File: src/rtl/key_replay_pkg.sv
// key_replay_pkg: shared state encoding and width helpers for key_replay
package key_replay_pkg;

    typedef enum logic [1:0] {IDLE, HOLD, GAP} state_t;

    function automatic int cnt_w(input int h, input int g);
        return $clog2((h > g ? h : g) + 1);
    endfunction

    // A zero-depth queue still needs a one-bit port
    function automatic int pend_w(input int p);
        return p > 0 ? $clog2(p + 1) : 1;
    endfunction

endpackage

File: src/rtl/key_replay.sv
// key_replay: turns one-cycle event pulses into fixed-length key-like highs
// separated by a guaranteed low gap, queueing events that arrive while busy.
module key_replay
    import key_replay_pkg::*;
#(
    parameter int HOLD_CYCLES = 4,
    parameter int GAP_CYCLES  = 2,
    parameter int PEND_MAX    = 3
) (
    input  logic                          clock,
    input  logic                          reset,
    input  logic                          In,
    output logic                          Out,
    output logic                          busy,
    output logic                          drop,
    output logic [pend_w(PEND_MAX)-1:0]   pending
);

    localparam int CW = cnt_w(HOLD_CYCLES, GAP_CYCLES);
    localparam int PW = pend_w(PEND_MAX);

    state_t          r_state, w_state;
    logic [CW-1:0]   r_cnt, w_cnt;
    logic [PW-1:0]   r_pend, w_pend, w_base;
    logic            r_out, r_drop;
    logic            w_final, w_use, w_queue, w_acc, w_drop;

    always_comb begin
        w_final = r_state == GAP && r_cnt == '0;
        w_use   = w_final && r_pend != '0;
        // In during the final gap cycle with an empty queue starts HOLD directly
        w_queue = In && (r_state == HOLD || (r_state == GAP && !(w_final && r_pend == '0)));
        w_base  = r_pend - PW'(w_use);
        w_acc   = w_queue && w_base < PW'(PEND_MAX);
        w_pend  = w_base + PW'(w_acc);
        w_drop  = w_queue && !w_acc;
        w_state = r_state;
        w_cnt   = r_cnt;
        if (r_state == IDLE) begin
            if (In) begin
                w_state = HOLD;
                w_cnt   = CW'(HOLD_CYCLES - 1);
            end
        end else if (r_state == HOLD) begin
            w_state = r_cnt == '0 ? GAP : HOLD;
            w_cnt   = r_cnt == '0 ? CW'(GAP_CYCLES - 1) : r_cnt - 1'b1;
        end else if (r_cnt != '0) begin
            w_cnt = r_cnt - 1'b1;
        end else if (w_use || In) begin
            w_state = HOLD;
            w_cnt   = CW'(HOLD_CYCLES - 1);
        end else begin
            w_state = IDLE;
        end
    end

    always_ff @(posedge clock) begin
        if (reset) begin
            r_state <= IDLE;
            r_cnt   <= '0;
            r_pend  <= '0;
            r_out   <= 1'b0;
            r_drop  <= 1'b0;
        end else begin
            r_state <= w_state;
            r_cnt   <= w_cnt;
            r_pend  <= w_pend;
            r_out   <= w_state == HOLD;
            r_drop  <= w_drop;
        end
    end

    assign Out     = r_out;
    assign busy    = r_state != IDLE;
    assign drop    = r_drop;
    assign pending = r_pend;

endmodule

File: config.mk
export PLATFORM = sky130hd
export DESIGN_NAME = key_replay
export DESIGN_NICKNAME = d
export VERILOG_FILES = /design/src/rtl/key_replay_pkg.sv /design/src/rtl/key_replay.sv
export SDC_FILE = /design/constraint.sdc
export NUM_CORES = 1
export LEC_CHECK = 0
export ABC_AREA = 1
export CAP_MARGIN = 30
export CORE_ASPECT_RATIO = 1.2
export CORE_MARGIN = 2
export CORE_UTILIZATION = 28
export DETAILED_ROUTE_END_ITERATION = 8
export PLACE_DENSITY_LB_ADDON = 0.08
export SLEW_MARGIN = 20
export SYNTH_ARGS = -nofsm -noshare
export SYNTH_HDL_FRONTEND = slang
export SYNTH_SLANG_ARGS = --single-unit
File: constraint.sdc
create_clock -name clock -period 2.45 [get_ports clock]
set_input_delay 0.49 -clock clock [delete_from_list [all_inputs] [get_ports clock]]
set_output_delay 0.49 -clock clock [all_outputs]
set_load 0.1 [all_outputs]
==> reports/qor.yml, run 1 <==
status: "finished, final reports clean"
cpPeakStageDelay_ns: 0.31
drt-vias-per-instance: 4.46
port_buffers: 7
synth_warnings: 0
ys_seq_elements: 9
nets: 91
fmax_mhz: 516
clock_path_buffers: 2
critPathKind: "reg2reg"
relSlewSlack: 0.802
final_cell_mix: "16 x inv_1, 10 x nand2_1, 9 x dfxtp_1"
cp.required_ns: 2.60
min_period_ns: 1.94
nFillCells: 182
tightest_slew_ns: 0.296
detail-route-antenna-nets: 0
cts_resized: 0
dr_total_vias: 450
post-route-period-util: 0.791
slowest_stage: "dfxtp_1"
antenna_found_initial: 0
hold_viol: 0
fp.dieH_um: 50.7
crit_fanout: 4
whs_ns: 0.494
drc: 0
hold_depth: 2
syn_avg_cell_area_um2: 7.15
postCtsSetupBuffers: 0
coreArea_mm2: 0.00166
start_util: 0.306
grt_max_degree: 8
cts_tree: "built"
register_area_um2: 180
grt_first_pass_wirelength_um: 1640
gr-total-overflow: 0
cts.reportedPaths.clkPinSlew_ns: 0.07
fin_worst_skew_ns: 0.000802
cts_buffers: 3
clock-root-buffer: "clkbuf_4"
cp-start-kind: "flip-flop"
setup_viol: 0
synth-seq-area-share: 0.355
first_iter_violations: 8
multi_input_area_um2: 260
clock_sinks: 9
rr_worst_depth: 14
drive_above_1_share: 0.229
wirelength_um: 955
cp_cell_sequence: "inv_1 > ha_1 > inv_1 > nor2_2 > inv_2 > nor2_1 > ha_1 > xnor2_1 > nor2_1 > nor2_1 > ha_1 > inv_1 > o21ai_0 > a21oi_1"
insertion_delay_ns: 0.26
r2r_setup_slack_ns: 0.51
arrival_ns: 2.09
synthCells: 71
tns_ns: 0
wl_per_cell_um: 9.46
ys_types: 18
dp_hpwl_um: 753
place_congestion: 0.735
grt_usage: 0.106
worstSetupEndpointType: "flip-flop"
cts_hold_buf: 0
cts_max_level: 1
grt_setup_unrepaired: "no"
rows: 16
final_common_cell: "inv_1"
die_area_mm2: 0.00217
maxSlewViolCount: 0
area_growth_pct: 22.4
cp_num_cells: 14
die_w_um: 42.9
antenna_cells: 0
cp_top_family: "adder cells"
cap_violations: 0
grt_pass1_vias: 397
worstHoldPathType: "reg2reg"
pin_count: 8
syn_nets: 78
critical_path_buf_inv_count: 4
syn_area_um2: 508
drtPass1Iterations: 4
[sequential cells by signal, summed over array words and instances, names as in the netlist]
name     cells
drop         1
Out          1
r_state      2
r_cnt        3
pending      2
[final cells by class]
cell class,count,share of cell area
repair buffers,8,0.105
flip-flops and latches,9,0.290
multi-input cells,44,0.419
well taps,18,0.0362
inverters,18,0.109
clock buffers,4,0.0423
[metrics by stage]
stage	utilization	cells	worst slack, ns	instance area, um2
global route	0.374	101	0.293	622
floorplan	-	71	0.137	508
global placement	0.358	97	0.515	596
detailed placement	0.358	97	0.503	596
finish	0.374	101	0.512	622
CTS	0.374	101	0.487	622
[worst register-to-register path, stage by stage, from the launching register on]
cell and delay [ns]:
dfxtp_1 0.31, inv_1 0.07, ha_1 0.20, inv_1 0.06, nor2_2 0.04, inv_2 0.09, nor2_1 0.06, ha_1 0.18
xnor2_1 0.22, nor2_1 0.09, nor2_1 0.12, ha_1 0.15, inv_1 0.04, o21ai_0 0.15, a21oi_1 0.05
[synthesized netlist by cell type, drive strengths merged]
library cell / count / area, um2
a21oi: 5 / 28.8
dfxtp: 9 / 180
nor2: 11 / 53.8
nand4: 2 / 12.5
o221ai: 1 / 8.76
xnor2: 1 / 8.76
nand2: 12 / 50.1
o21ai: 6 / 33.8
o31ai: 1 / 7.51
or2: 1 / 6.26
inv: 18 / 67.6
ha: 4 / 50.1
[final timing paths]
kind	from	endpoint
setup / recovery	r_cnt[0]	pending[1]
hold / removal	r_cnt[1]	r_cnt[1]
setup reg to reg	r_cnt[0]	pending[1]
hold reg to reg	r_cnt[1]	r_cnt[1]
[cell families after synthesis]
group,count (synthesis),share of synthesized area
AO/OA/AOI/OAI,13,0.155
XOR/XNOR,1,0.0172
adder cells (fa/ha/maj),4,0.0985
buffers and inverters,18,0.133
flip-flops,9,0.355
AND/OR/NAND/NOR,26,0.241
[per-layer routing]
metal  vias up  global-route usage  wire, um
li1        245                   -         -
met1       196               0.118       435
met5         -                   0         0
met2         7               0.167       466
met4         0              0.0781        18
met3         2              0.0324        35
Power of run 1 is not shown: default switching activity piles up to over one toggle a cycle in this logic, so the estimate is an artifact.
==> run 2: changes to the inputs <==
clock period = 1.6 ns   (was 2.45 ns; I/O delays follow)
==> run 2 against run 1 <==
  * The run now ends with negative setup slack left
  * Critical endpoint unchanged
  * Final cell count increased by 14%
  * Die area unchanged
  * Global-route usage increased by 1.0 points
  * Fmax increased by 17%
  * Clock-buffer cell count unchanged
  * First-iteration DRC count unchanged
  * Cell area increased by 39%
  * Sequential share of layout area decreased by 7.2 points
  * Largest cell class unchanged
  * Core utilization increased by 15 points
==> reports/qor.yml, run 2 (synthesis gave the netlist of run 1 again) <==
cts_tree: "built"  # unchanged
drt-vias-per-instance: 4.49  # was 4.46
cp.required_ns: 1.75  # was 2.60 ns
relSlewSlack: 0.851  # was 0.802
coreArea_mm2: 0.00166  # unchanged
final_cell_mix: "15 x buf_4, 11 x inv_1, 9 x nand2_1"  # was 16 x inv_1, 10 x nand2_1, 9 x dfxtp_1
insertion_delay_ns: 0.26  # about the same
timing.rr.start: "r_cnt[0]"  # unchanged
drc: 0  # unchanged
cts.reportedPaths.clkPinSlew_ns: 0.06  # was 0.07 ns
clock_path_buffers: 2  # unchanged
hp-start: "r_cnt[2]"  # was r_cnt[1]
use_met2: 0.217  # was 0.167
r2r-end: "pending[1]"  # unchanged
top_register: "r_cnt"  # unchanged
rows: 16  # unchanged
drtPass1Iterations: 5  # was 4
cap_violations: 0  # unchanged
arrival_ns: 1.81  # was 2.09 ns
start_util: 0.306  # unchanged
min_period_ns: 1.66  # was 1.94 ns
power.density_mw_per_mm2: 2200
nets: 105  # was 91
placedCellCount: 109  # was 97
dp_hpwl_um: 873  # was 753 um
cts_buffers: 3  # unchanged
wl_per_cell_um: 9.42  # was 9.46 um
worstSetupEndpointType: "flip-flop"  # unchanged
hold_viol: 0  # unchanged
r2r_setup_slack_ns: -0.06  # was 0.51 ns
grt_usage: 0.116  # was 0.106
grt_first_pass_wirelength_um: 1910  # was 1640 um
grt.met1_usage: 0.118  # about the same
gr-total-overflow: 0  # unchanged
antenna_cells: 0  # unchanged
cts_hold_buf: 0  # unchanged
setup_slack_ns: -0.0556  # was 0.512 ns
cts_max_level: 1  # unchanged
tightest_slew_ns: 0.221  # was 0.296 ns
area_growth_pct: 70.4  # was 22.4%
critPathKind: "reg2reg"  # unchanged
grt_setup_unrepaired: "yes"  # was no
rr_worst_depth: 14  # unchanged
violations: "negative setup slack"
antenna_found_initial: 0  # unchanged
die_w_um: 42.9  # unchanged
top_usage_layer: "met2"  # unchanged
vdd_drop_max_v: 0.00111
clock_sinks: 9  # unchanged
whs_ns: 0.542  # was 0.494 ns
drive_above_1_share: 0.495  # was 0.229
place_congestion: 0.814  # was 0.735
final_common_cell: "buf_4"  # was inv_1
hold_depth: 2  # unchanged
pin_count: 8  # unchanged
grt_pass1_vias: 513  # was 397
worstHoldEndpoint: "r_cnt[2]"  # was r_cnt[1]
grt_use_met3: 0.0216  # was 0.0324
cp-start-kind: "flip-flop"  # unchanged
dr_total_vias: 516  # was 450
maxSlewViolCount: 0  # unchanged
fp.dieH_um: 50.7  # unchanged
post-route-period-util: 1.03  # was 0.791
post-route-util: 0.521  # was 0.374
clock-root-buffer: "clkbuf_4"  # unchanged
die_area_mm2: 0.00217  # unchanged
setup_viol: 2  # was 0
fin_cells: 115  # was 101
crit_fanout: 2  # was 4
detail-route-antenna-nets: 0  # unchanged
fmax_mhz: 604  # was 516 MHz
fin_worst_skew_ns: 0.000707  # was 0.000802 ns
largest_reg_flops: 3  # unchanged
wirelength_um: 1080  # was 955 um
port_buffers: 7  # unchanged
grt_max_degree: 7  # was 8
status: "complete, but fails checks"  # was finished, final reports clean
first_iter_violations: 8  # unchanged
worstHoldPathType: "reg2reg"  # unchanged
power_leakage_nw: 0.401
run 2: metal layers:
layer  up-vias  share of wire
li1        273              -
met1       234           0.41
met2         7           0.56
met3         2          0.025
met4         0         0.0065
met5         -              0
run 2: how the worst max path moves through the flow:
stage | startpoint | to | slack [ns] | cells past startpoint
5_1_grt | r_cnt[1] | pending[1] | -0.24 | 14
3_5_place_dp | r_cnt[0] | pending[1] | -0.15 | 14
2_1_floorplan | pending[1] | pending[1] | -0.16 | 12
3_3_place_gp | r_cnt[0] | pending[1] | -0.14 | 14
6_report | r_cnt[0] | pending[1] | -0.06 | 14
4_1_cts | r_cnt[0] | pending[1] | -0.07 | 14
run 2: worst max-delay path, cell delays in order, from the launching register on:
cell     delay, ns
dfxtp_1       0.31
inv_2         0.07
ha_4          0.13
inv_2         0.04
nor2_4        0.10
inv_2         0.05
nor2_4        0.09
ha_4          0.16
xnor2_4       0.12
nor2_2        0.06
nor2_1        0.09
ha_1          0.14
inv_1         0.05
o21ai_1       0.11
a21oi_1       0.04
run 2: metrics by stage:
step | worst slack, ns | setup TNS [ns] | area [um2] | total power [W]
2_1_floorplan | -0.159 | -0.292 | 546 | 0.00117
3_3_place_gp | -0.139 | -0.265 | 786 | 0.00165
3_5_place_dp | -0.151 | -0.273 | 786 | 0.00166
4_1_cts | -0.0712 | -0.110 | 840 | 0.00189
5_1_grt | -0.236 | -0.400 | 866 | 0.00206
6_report | -0.0556 | -0.0813 | 866 | 0.00190
run 2: report_power, final:
| part | leakage [nW] | switching, W | internal [W] | total (W) |
|---|---|---|---|---|
| Clock | 0.0150 | 0.0000821 | 0.0000962 | 0.000178 |
| Combinational | 0.310 | 0.000798 | 0.000555 | 0.00135 |
| Sequential | 0.0758 | 0.0000570 | 0.000316 | 0.000373 |
run 2: timing repair:
item                                    in CTS  in global routing
endpoints found under the setup margin       2                  2
resized for setup                            4                  4
pin swaps                                    2                  3
setup buffers                                1                  1
run 2: area by class of cell:
cell class,count,area (um2)
inverters,18,67.6
flip-flops and latches,9,189
fillers,157,796
repair buffers,22,233
well taps,18,22.5
clock buffers,4,26.3
multi-input cells,44,328
Note: power is estimated with default switching activity, not from simulation.
==> run 3: changes to the inputs <==
CAP_MARGIN = 40   (was 30)
==> results of run 3 <==
Final layout, timing and power as in run 2 (identical DEF).
